[src/rtl/cdc_handshake_src_pkg.sv]
`default_nettype none
// ============================================================================
// Module   : cdc_handshake_src_pkg
// Purpose  : Shared types and defaults for the 4-phase CDC source block:
//            FSM state encoding, default parameters, counter sizing helper.
// Revision : 1.0 - initial release
// ============================================================================
package cdc_handshake_src_pkg;

  // Default parameter values for cdc_handshake_src
  localparam int C_DEF_BW             = 32;
  localparam int C_DEF_TIMEOUT_CYCLES = 1024;

  // Depth of the ack synchronizer; also the number of cycles after reset
  // before the synchronized ack reflects the real line level.
  localparam logic [1:0] C_SYNC_STAGES = 2'd2;

  // Handshake FSM encoding
  typedef enum logic [1:0] {
    ST_IDLE = 2'd0,
    ST_REQ  = 2'd1,
    ST_REL  = 2'd2
  } state_t;

  // Width needed for a phase counter that must be able to hold the value tmo
  function automatic int cnt_width(input int tmo);
    return (tmo < 2) ? 1 : $clog2(tmo + 1);
  endfunction

endpackage
`default_nettype wire

[src/rtl/single_bit_sync.sv]
`default_nettype none
// ============================================================================
// Module   : single_bit_sync
// Purpose  : Two-flop synchronizer for a single level signal coming from an
//            unrelated clock domain. Both flops reset to RST_VAL.
// Revision : 1.0 - initial release
// ============================================================================
module single_bit_sync #(
  parameter logic RST_VAL = 1'b0
) (
  input  logic clk,
  input  logic rst,
  input  logic d_i,
  output logic q_o
);

  logic meta_q;
  logic sync_q;

  // First flop may go metastable; second flop gives it a full cycle to settle
  always_ff @(posedge clk) begin
    if (rst) begin
      meta_q <= RST_VAL;
      sync_q <= RST_VAL;
    end else begin
      meta_q <= d_i;
      sync_q <= meta_q;
    end
  end

  assign q_o = sync_q;

endmodule
`default_nettype wire

[src/rtl/cdc_handshake_src.sv]
`default_nettype none
// ============================================================================
// Module   : cdc_handshake_src
// Purpose  : Source side of a 4-phase req/ack clock-domain-crossing
//            handshake. Accepts one word at a time, holds it on xfer_data
//            while xfer_req is high, counts completed transfers and flags
//            handshake phases that take too long.
// Revision : 1.0 - initial release
// ============================================================================
module cdc_handshake_src
  import cdc_handshake_src_pkg::*;
#(
  parameter int BW             = C_DEF_BW,
  parameter int TIMEOUT_CYCLES = C_DEF_TIMEOUT_CYCLES
) (
  input  logic          clk,
  input  logic          rst,
  input  logic          in_valid,
  output logic          in_ready,
  input  logic [BW-1:0] in_data,
  output logic          xfer_req,
  output logic [BW-1:0] xfer_data,
  input  logic          xfer_ack,
  output logic          done,
  output logic          err_timeout,
  input  logic          err_clr,
  output logic [15:0]   xfer_cnt
);

  state_t        state_q, state_d;
  logic [BW-1:0] xfer_data_q, xfer_data_d;
  logic          xfer_req_q, xfer_req_d;
  logic          done_q, done_d;
  logic          err_q, err_d;
  logic [15:0]   cnt_q, cnt_d;
  logic [1:0]    warm_q, warm_d;

  logic          ack_s;
  logic          warm_ok;
  logic          ready_c;
  logic          tmo_hit;

  // Only the synchronized ack is ever looked at by this domain
  single_bit_sync #(
    .RST_VAL (1'b0)
  ) u_ack_sync (
    .clk (clk),
    .rst (rst),
    .d_i (xfer_ack),
    .q_o (ack_s)
  );

  // The synchronizer restarts from 0 on reset; until it has refilled, ack_s
  // would falsely report a released ack, so acceptance is held off.
  assign warm_ok = (warm_q == C_SYNC_STAGES);
  assign warm_d  = warm_ok ? warm_q : (warm_q + 2'd1);

  // Next-state, acceptance and completion decode
  always_comb begin
    state_d     = state_q;
    xfer_data_d = xfer_data_q;
    done_d      = 1'b0;
    cnt_d       = cnt_q;
    ready_c     = 1'b0;
    case (state_q)
      ST_IDLE: begin
        ready_c = ~ack_s & warm_ok;
        if (in_valid && ready_c) begin
          xfer_data_d = in_data;
          state_d     = ST_REQ;
        end
      end
      ST_REQ: begin
        if (ack_s) begin
          state_d = ST_REL;
          done_d  = 1'b1;
          cnt_d   = cnt_q + 16'd1;
        end
      end
      ST_REL: begin
        if (!ack_s) begin
          state_d = ST_IDLE;
        end
      end
      default: begin
        state_d = ST_IDLE;
      end
    endcase
  end

  // Request is a pure function of the next state so it is glitch-free
  assign xfer_req_d = (state_d == ST_REQ);

  // Set dominates clear so a timeout landing on a clear is never lost
  assign err_d = (err_q & ~err_clr) | tmo_hit;

  // Phase watchdog: cleared on every state change, counts while waiting for
  // the far side, saturates at the limit. It only reports; it never aborts.
  if (TIMEOUT_CYCLES > 0) begin : g_tmo
    localparam int          CW         = cnt_width(TIMEOUT_CYCLES);
    localparam logic [CW-1:0] C_TMO    = CW'(TIMEOUT_CYCLES);
    localparam logic [CW-1:0] C_TMO_M1 = CW'(TIMEOUT_CYCLES - 1);

    logic [CW-1:0] phase_q, phase_d;
    logic          waiting;

    assign waiting = (state_q != ST_IDLE) && (state_d == state_q);
    assign tmo_hit = waiting && (phase_q == C_TMO_M1);

    // Phase counter next value
    always_comb begin
      phase_d = phase_q;
      if (state_d != state_q) begin
        phase_d = '0;
      end else if (waiting && (phase_q != C_TMO)) begin
        phase_d = phase_q + 1'b1;
      end
    end

    // Phase counter register
    always_ff @(posedge clk) begin
      if (rst) begin
        phase_q <= '0;
      end else begin
        phase_q <= phase_d;
      end
    end
  end else begin : g_no_tmo
    assign tmo_hit = 1'b0;
  end

  // State and output registers
  always_ff @(posedge clk) begin
    if (rst) begin
      state_q     <= ST_IDLE;
      xfer_data_q <= '0;
      xfer_req_q  <= 1'b0;
      done_q      <= 1'b0;
      err_q       <= 1'b0;
      cnt_q       <= 16'd0;
      warm_q      <= 2'd0;
    end else begin
      state_q     <= state_d;
      xfer_data_q <= xfer_data_d;
      xfer_req_q  <= xfer_req_d;
      done_q      <= done_d;
      err_q       <= err_d;
      cnt_q       <= cnt_d;
      warm_q      <= warm_d;
    end
  end

  assign in_ready    = ready_c;
  assign xfer_req    = xfer_req_q;
  assign xfer_data   = xfer_data_q;
  assign done        = done_q;
  assign err_timeout = err_q;
  assign xfer_cnt    = cnt_q;

endmodule
`default_nettype wire

[config.mk]
export PLATFORM = sky130hd
export DESIGN_NAME = cdc_handshake_src
export DESIGN_NICKNAME = d
export VERILOG_FILES = /design/src/rtl/cdc_handshake_src_pkg.sv /design/src/rtl/single_bit_sync.sv /design/src/rtl/cdc_handshake_src.sv
export SDC_FILE = /design/constraint.sdc
export NUM_CORES = 1
export LEC_CHECK = 0
export ABC_AREA = 1
export BUFFER_PORTS_ARGS = -buffer_cell sky130_fd_sc_hd__buf_2
export CAP_MARGIN = 20
export CORE_UTILIZATION = 45
export DETAILED_ROUTE_END_ITERATION = 10
export GPL_ROUTABILITY_DRIVEN = 0
export HOLD_SLACK_MARGIN = 0.1
export PLACE_DENSITY = 0.77
export SLEW_MARGIN = 30
export SYNTH_ARGS = -nofsm -noshare
export SYNTH_HDL_FRONTEND = slang
export SYNTH_SLANG_ARGS = --single-unit
[constraint.sdc]
create_clock -name clk -period 2.7 [get_ports clk]
set_input_delay 0.54 -clock clk [delete_from_list [all_inputs] [get_ports clk]]
set_output_delay 0.54 -clock clk [all_outputs]
set_load 0.05 [all_outputs]
==> impl_metrics.toml, run 1 <==
[route]
wl_per_cell_um = 11.6
vias = 2979
drt_wl_total_mm = 6.91
drc = 12
dr.first_iter.drc_count = 116
via_per_inst = 4.98
dr.pass1.iters = 7
ant_nets = 0

[global_routing]
grt_usage_pct = 20.6
grt_max_degree = 38
grt_pass1_vias = 2795
antenna_found_initial = 0
grt_pass1_wl_mm = 11.8
gr-total-overflow = 0

[die]
num_rows = 29
initial_core_util_pct = 47.3
dieWidth_um = 84.1
design.core.area_mm2 = 0.00642
fp.dieH_um = 84.1
die_area_mm2 = 0.00708
num_io_pins = 89

[setup_path]
critPathArrivalTime_ns = 1.61
crit_type = "register to primary output"
cp-start-kind = "register"
end_kind = "primary output"
critPathLaunch = "state_q[1]"
path_buf_inv = 2
worst-path-max-fanout = 5
cp.required_ns = 2.16
path_cells = "nor2_1 > inv_1 > nor3_1 > buf_2"
r2r-start = "warm_q[0]"
worst_path_dominant_cell_family = "simple AND/OR/NAND/NOR gates"
max_stage_delay_ns = 0.36
cp_slowest_cell = "dfxtp_1"

[cts]
cts.sinks = 68
cts_tree = "done"
path_clk_slew_ns = 0.07
htreeDepth = 3
cts_made_buffers = 9
root_buffer = "clkbuf_8"
cts_setup_buffers = 0
clk_latency_ns = 0.35
cts_hold_buf = 0
clockBufferDepth = 2
cts_resized = 0

[placement]
port_buffers = 88
dpl.cell_count = 582
hpwl_mm = 4.92
dp_slack_ns = 0.853

[synth]
synth.avg_cell_area_um2 = 7.03
yosysWarningCount = 0
synth_common_cells = "nor2_1, nand2_1, dfxtp_1"
ys_seq_elements = 68
yosysSeqAreaShare_pct = 44.8
syn-cell-area_mm2 = 0.00304
syn-num-nets = 473
syn_inst = 432
synth_top_area_share_pct = 44.8
ys_async_sr_fraction_pct = 0
ys.flop_type = "dfxtp_1"
yosysMostFrequentCell = "nor2_1"
synthTopCellsByArea = "dfxtp_1, nor2_1, nand2_1"
synth_enable_flop_cells = 0
synthDistinctLibCells = 28
yosys.area.top_type = "dfxtp_1"

[hold_path]
hold_class = "input pin to register"
min_from = "xfer_ack"

[power]
peakVddDrop_v = 0.000293
pwr_density_cell_mw_per_mm2 = 739
p_total_mw = 2.73
leakage_nw = 1.57

[timing]
final-setup-viol-count = 0
rsz0062_at_grt = "no"
min_period_ns = 2.15
max_slew_margin_pct = 70.4
worst_slew_pin_slew_ns = 0.444
hold_ws_ns = 0.392
hold_viol = 0
fin_crit_sh_pct = 79.7
setup_slack_ns = 0.548
slew_viol_final = 0
fin_skew_ns = 0.0110
fmax_mhz = 465
tns_ns = 0

[layout]
fin_cells = 598
syn_to_final_growth_pct = 22.0
drive_gt1_share_pct = 23.2
fin_nets = 557
diodes = 0

[status]
status = "finished, violations left"
violations = "design-rule violations"

[flow_run]
maxCapViolations = 0
## stage by stage
step	area, um2	utilization [%]
finish	3700	57.6
floorplan	3040	-
global placement	3500	54.5
CTS	3700	57.6
global route	3700	57.6
detailed placement	3500	54.5
## routing by layer
metal / part of all wire [%] / up-vias / track usage, %
met3: 4.5 / 17 / 4.03
met1: 43 / 1359 / 21.8
li1: - / 1542 / -
met4: 2.1 / 0 / 10.8
met5: 0 / - / 0
met2: 50 / 61 / 38.6
## worst paths after layout
check | end | slack (ns) | depth (start not counted)
max | in_ready | 0.55 | 4
min | u_ack_sync.meta_q | 0.39 | 3
max reg2reg | g_tmo.phase_q[1] | 0.84 | 9
min reg2reg | u_ack_sync.q_o | 0.40 | 2
## state kept, by name (all words and copies together) (netlist names)
register,count
u_ack_sync.q_o,1
done,1
err_timeout,1
state_q,2
xfer_req,1
g_tmo.phase_q,11
u_ack_sync.meta_q,1
xfer_data,32
xfer_cnt,16
warm_q,2
## worst register-to-register path, delay by kind of cell, from the launching register on
| family | cells | cell delay, ns |
|---|---|---|
| AND/OR/NAND/NOR | 4 | 0.62 |
| buffers and inverters | 3 | 0.52 |
| flip-flops | 1 | 0.30 |
| adder cells (fa/ha/maj) | 1 | 0.18 |
| AO/OA/AOI/OAI | 1 | 0.10 |
## area by class of cell
cell class,instances,area (um2)
clock buffer,10,138
inverter,37,139
tap,77,96.3
sequential,68,1360
timing repair buffer,90,455
fill,610,2720
clock inverter,6,63.8
multi-input combinational,310,1450
## power by group
| part | internal (mW) | total, mW | switching, mW |
|---|---|---|---|
| Combinational | 0.175 | 0.729 | 0.554 |
| Sequential | 1.11 | 1.16 | 0.0500 |
| Clock | 0.449 | 0.848 | 0.398 |
| Total | 1.73 | 2.73 | 1.00 |
## logic make-up (layout without fill, tap and decap cells)
| group | after synthesis | count (layout) | share of synthesized area [%] |
|---|---|---|---|
| and+or+nand+nor | 226 | 226 | 31.2 |
| AOI/OAI and AO/OA | 74 | 74 | 13.1 |
| DFF | 68 | 68 | 44.8 |
| buffers and inverters | 54 | 143 | 7.42 |
| xor gates and xnor gates | 6 | 6 | 1.73 |
| adders and majority gates | 4 | 4 | 1.65 |
## cells in the final DEF, fill, tap and decap left out, types with 4 or more instances in the layout
cell type / count
o21ai_0: 39
xor2_1: 5
clkbuf_8: 10
a21oi_1: 25
nor3_1: 4
inv_1: 36
nor2_2: 4
nand2_1: 87
a21oi_2: 4
dfxtp_1: 68
nor2_1: 104
buf_2: 88
nand4_1: 9
nand3_1: 12
ha_1: 4
Note: power is estimated with default switching activity, not from simulation.
==> run 2, diff against run 1 <==
- clock period: 2.7 -> 2.2 ns (I/O delays scaled with it)
==> impl_metrics.toml, run 2 (synthesized netlist as in run 1, its figures left out) <==
[status]
status = "finished, violations left"
violations = "design-rule violations"

[timing]
min_period_ns = 1.90
fin_skew_ns = 0.00820
final-setup-viol-count = 0
rsz0062_at_grt = "no"
slew_viol_final = 0
fmax_mhz = 527
fin_crit_sh_pct = 86.3
tns_ns = 0
hold_viol = 0
worst_slew_pin_slew_ns = 0.408
max_slew_margin_pct = 72.8

[power]
p_sw_share_pct = 36.3
pwr-share-clk_pct = 31.0
sequentialPowerShare_pct = 42.3
p_sw_mw = 1.22
p_int_mw = 2.14
combPwrFrac_pct = 26.7
leakage_nw = 1.58
pwr_density_cell_mw_per_mm2 = 902
peakVddDrop_v = 0.000429

[cts]
path_clk_slew_ns = 0.07
cts_tree = "done"
clockBufferDepth = 2
clk_latency_ns = 0.34
cts_setup_buffers = 0
cts_made_buffers = 9
cts.sinks = 68
htreeDepth = 3
root_buffer = "clkbuf_8"
cts_resized = 0
cts_hold_buf = 0

[layout]
largest_reg_flops = 32
layout_commonest_cell = "nor2_1"
fill_cells = 629
syn_to_final_growth_pct = 22.5
mostFrequentLayoutCells = "nor2_1, buf_2, nand2_1, dfxtp_1, o21ai_0"
drive_gt1_share_pct = 23.3
final_area_mm2 = 0.00372
regArea_mm2 = 0.00136
multi_input_area_mm2 = 0.00145
fin_nets = 559
diodes = 0

[placement]
hpwl_mm = 4.81
port_buffers = 88
dpl_cell_area_mm2 = 0.00352

[setup_path]
end_kind = "primary output"
critPathArrivalTime_ns = 1.46
cp-start-kind = "register"
path_cells = "nor2_1 > inv_1 > nor3_1 > buf_2"
cp_slowest_cell = "dfxtp_1"
cp.required_ns = 1.76
path_buf_inv = 2
worst-path-max-fanout = 5
crit_type = "register to primary output"
max_stage_delay_ns = 0.35
worst_path_dominant_cell_family = "buffers and inverters"

[global_routing]
gr-total-overflow = 0
grt_max_degree = 37
grt_pass1_wl_mm = 11.7
grt_pass1_vias = 2717
antenna_found_initial = 0
grt_usage_pct = 20.5

[route]
wl_per_cell_um = 11.2
dr.first_iter.drc_count = 118
via_per_inst = 4.96
drc = 12
dr.pass1.iters = 7
vias = 2975
ant_nets = 0
drt_wl_total_mm = 6.75

[die]
fp.dieH_um = 84.1
initial_core_util_pct = 47.3
design.core.area_mm2 = 0.00642
num_rows = 29
num_io_pins = 89
dieWidth_um = 84.1
die_area_mm2 = 0.00708

[flow_run]
maxCapViolations = 0

[hold_path]
hold_class = "input pin to register"
## run 2: worst register-to-register path, stage by stage, from the launching register on
cell and delay (ns):
dfxtp_1 0.30, inv_1 0.08, ha_1 0.19, inv_1 0.09, nor2_2 0.13, nand3_4 0.12, inv_1 0.07, buf_4 0.32
nor2_1 0.09, nor2_1 0.12
## run 2: layout make-up
class	instances	area share [%]
multi-input combinational	310	39.0
sequential	68	36.6
clock inverter	5	1.65
inverter	37	3.73
clock buffer	11	3.80
timing repair buffer	92	12.7
tap	77	2.59
## run 2: metal layers
metal,routed length [um],vias to the layer above,global-route usage [%]
met5,0,-,0
met3,329,17,3.74
met4,189,0,10.8
li1,-,1547,-
met1,2930,1345,23.7
met2,3290,66,36.2
## run 2: path summary, 6_finish.rpt
kind / startpoint / depth (start not counted) / slack (ns) / end
setup / recovery: state_q[1] / 4 / 0.30 / in_ready
hold / removal: xfer_ack / 3 / 0.30 / u_ack_sync.meta_q
setup reg to reg: warm_q[0] / 9 / 0.63 / xfer_data[15]
hold reg to reg: u_ack_sync.meta_q / 2 / 0.41 / u_ack_sync.q_o
## run 2: power groups by stage
stage          sequential, mW  combinational (mW)  clock (mW)
2_1_floorplan            1.83               0.325           0
3_3_place_gp             1.44               0.892           0
3_5_place_dp             1.45               0.902           0
4_1_cts                  1.42               0.904        1.07
5_1_grt                  1.44               0.975        1.11
6_report                 1.42               0.897        1.04
## run 2: per-stage QoR
step | cells | setup slack [ns] | total power [mW] | hold slack (ns) | util, %
floorplan | 432 | 0.0577 | 2.16 | 0.388 | -
global placement | 584 | 0.668 | 2.34 | 0.395 | 54.7
detailed placement | 584 | 0.637 | 2.35 | 0.415 | 54.7
CTS | 600 | 0.270 | 3.39 | 0.293 | 57.9
global route | 600 | 0.177 | 3.52 | 0.326 | 57.9
finish | 600 | 0.302 | 3.36 | 0.303 | 57.9
==> run 3, diff against run 2 <==
- RECOVER_POWER: unset -> 50
==> impl_metrics.toml, run 3 (synthesized netlist as in run 1, its figures left out) <==
[status]
status = "finished, violations left"
violations = "design-rule violations"

[cts]
clockBufferDepth = 2
cts_setup_buffers = 0
path_clk_slew_ns = 0.07
cts_hold_buf = 0
htreeDepth = 3
clk_latency_ns = 0.34
cts_tree = "done"
cts_resized = 0
cts.sinks = 68
root_buffer = "clkbuf_8"
cts_made_buffers = 9

[die]
num_io_pins = 89
initial_core_util_pct = 47.3
fp.dieH_um = 84.1
die_area_mm2 = 0.00708
num_rows = 29
dieWidth_um = 84.1
design.core.area_mm2 = 0.00642

[timing]
setup_slack_ns = 0.304
slew_viol_final = 0
hold_viol = 0
fin_crit_sh_pct = 86.2
min_period_ns = 1.90
worst_slew_pin_slew_ns = 0.872
rsz0062_at_grt = "no"
final-setup-viol-count = 0
fmax_mhz = 527
fin_skew_ns = 0.00838
max_slew_margin_pct = 41.9
tns_ns = 0

[setup_path]
path_cells = "nor2_1 > inv_1 > nor3_1 > buf_2"
critPathArrivalTime_ns = 1.46
crit_type = "register to primary output"
regToRegEndpoint = "g_tmo.phase_q[1]"
critPathLaunch = "state_q[1]"
worst_path_dominant_cell_family = "buffers and inverters"
cp-endpoint = "in_ready"
cp-start-kind = "register"
r2r_cells = 9
cp.required_ns = 1.76
r2r-start = "warm_q[0]"
path_buf_inv = 2
max_stage_delay_ns = 0.35
cp_slowest_cell = "dfxtp_1"
worst-path-max-fanout = 5
path_depth = 4
r2r_slack_ns = 0.57
end_kind = "primary output"

[global_routing]
grt_usage_pct = 20.5
antenna_found_initial = 0
grt_max_degree = 37
gr-total-overflow = 0
grt_pass1_wl_mm = 11.7
grt_pass1_vias = 2717

[power]
p_sw_mw = 1.22
combPwrFrac_pct = 26.0
sequentialPowerShare_pct = 42.8
pwr_density_cell_mw_per_mm2 = 911
peakVddDrop_v = 0.000428
p_total_mw = 3.33
leakage_nw = 1.39
p_sw_share_pct = 36.8
p_int_mw = 2.10
pwr-share-clk_pct = 31.2

[route]
top_layer = "met4"
drt_wl_total_mm = 6.80
wl_per_cell_um = 11.3
via_per_inst = 4.94
vias = 2962
ant_nets = 0
dr.pass1.iters = 8
dr.first_iter.drc_count = 117
m1WireLength_mm = 2.92
drc = 12
routed-wl-met2_mm = 3.27
met3WireLength_um = 423

[placement]
hpwl_mm = 4.81
dp_slack_ns = 0.637
dpl_cell_area_mm2 = 0.00352
port_buffers = 88

[layout]
layout_commonest_cell = "nor2_1"
diodes = 0
final_area_mm2 = 0.00365
syn_to_final_growth_pct = 20.4
largest_reg_flops = 32
drive_gt1_share_pct = 14.3
fin_nets = 559
mostFrequentLayoutCells = "nor2_1, nand2_1, dfxtp_1, clkbuf_1, buf_2"

[flow_run]
maxCapViolations = 0

[hold_path]
hold_class = "input pin to register"
-- run 3: final cells by class --
cell class,instances,area [um2]
Inverter,37,139
Timing Repair Buffer,92,413
Fill cell,654,2770
Tap cell,77,96.3
Multi-Input combinational cell,310,1440
Clock buffer,11,141
Clock inverter,5,61.3
Sequential cell,68,1360
-- run 3: worst min path at each step --
stage,start,to,cells past startpoint
5_1_grt,xfer_ack,u_ack_sync.meta_q,3
6_report,xfer_ack,u_ack_sync.meta_q,3
4_1_cts,xfer_ack,u_ack_sync.meta_q,3
2_1_floorplan,u_ack_sync.meta_q,u_ack_sync.q_o,2
3_5_place_dp,u_ack_sync.meta_q,u_ack_sync.q_o,2
3_3_place_gp,u_ack_sync.meta_q,u_ack_sync.q_o,2
-- run 3: metrics by stage --
step / std cells / hold WS [ns] / util, %
finish: 600 / 0.304 / 56.9
global route: 600 / 0.326 / 56.9
CTS: 600 / 0.293 / 57.9
detailed placement: 584 / 0.415 / 54.7
global placement: 584 / 0.395 / 54.7
floorplan: 432 / 0.388 / -
-- run 3: per-layer routing --
metal | up-vias | global-route usage (%)
met5 | - | 0
li1 | 1548 | -
met1 | 1320 | 23.7
met2 | 77 | 36.2
met3 | 17 | 3.74
met4 | 0 | 10.8
-- run 3: power groups by stage --
stage | clock network [mW] | registers (mW) | logic [mW]
2_1_floorplan | 0 | 1.83 | 0.325
3_3_place_gp | 0 | 1.44 | 0.892
3_5_place_dp | 0 | 1.45 | 0.902
4_1_cts | 1.07 | 1.42 | 0.904
5_1_grt | 1.11 | 1.44 | 0.941
6_report | 1.04 | 1.42 | 0.867
-- run 3: worst reg2reg max path, delay by kind of cell (launching register included) --
family,cells,cell delay (ns)
buffers and inverters,3,0.51
flip-flops,1,0.30
AND/OR/NAND/NOR,4,0.43
adder cells (fa/ha/maj),1,0.19
AO/OA/AOI/OAI,1,0.08
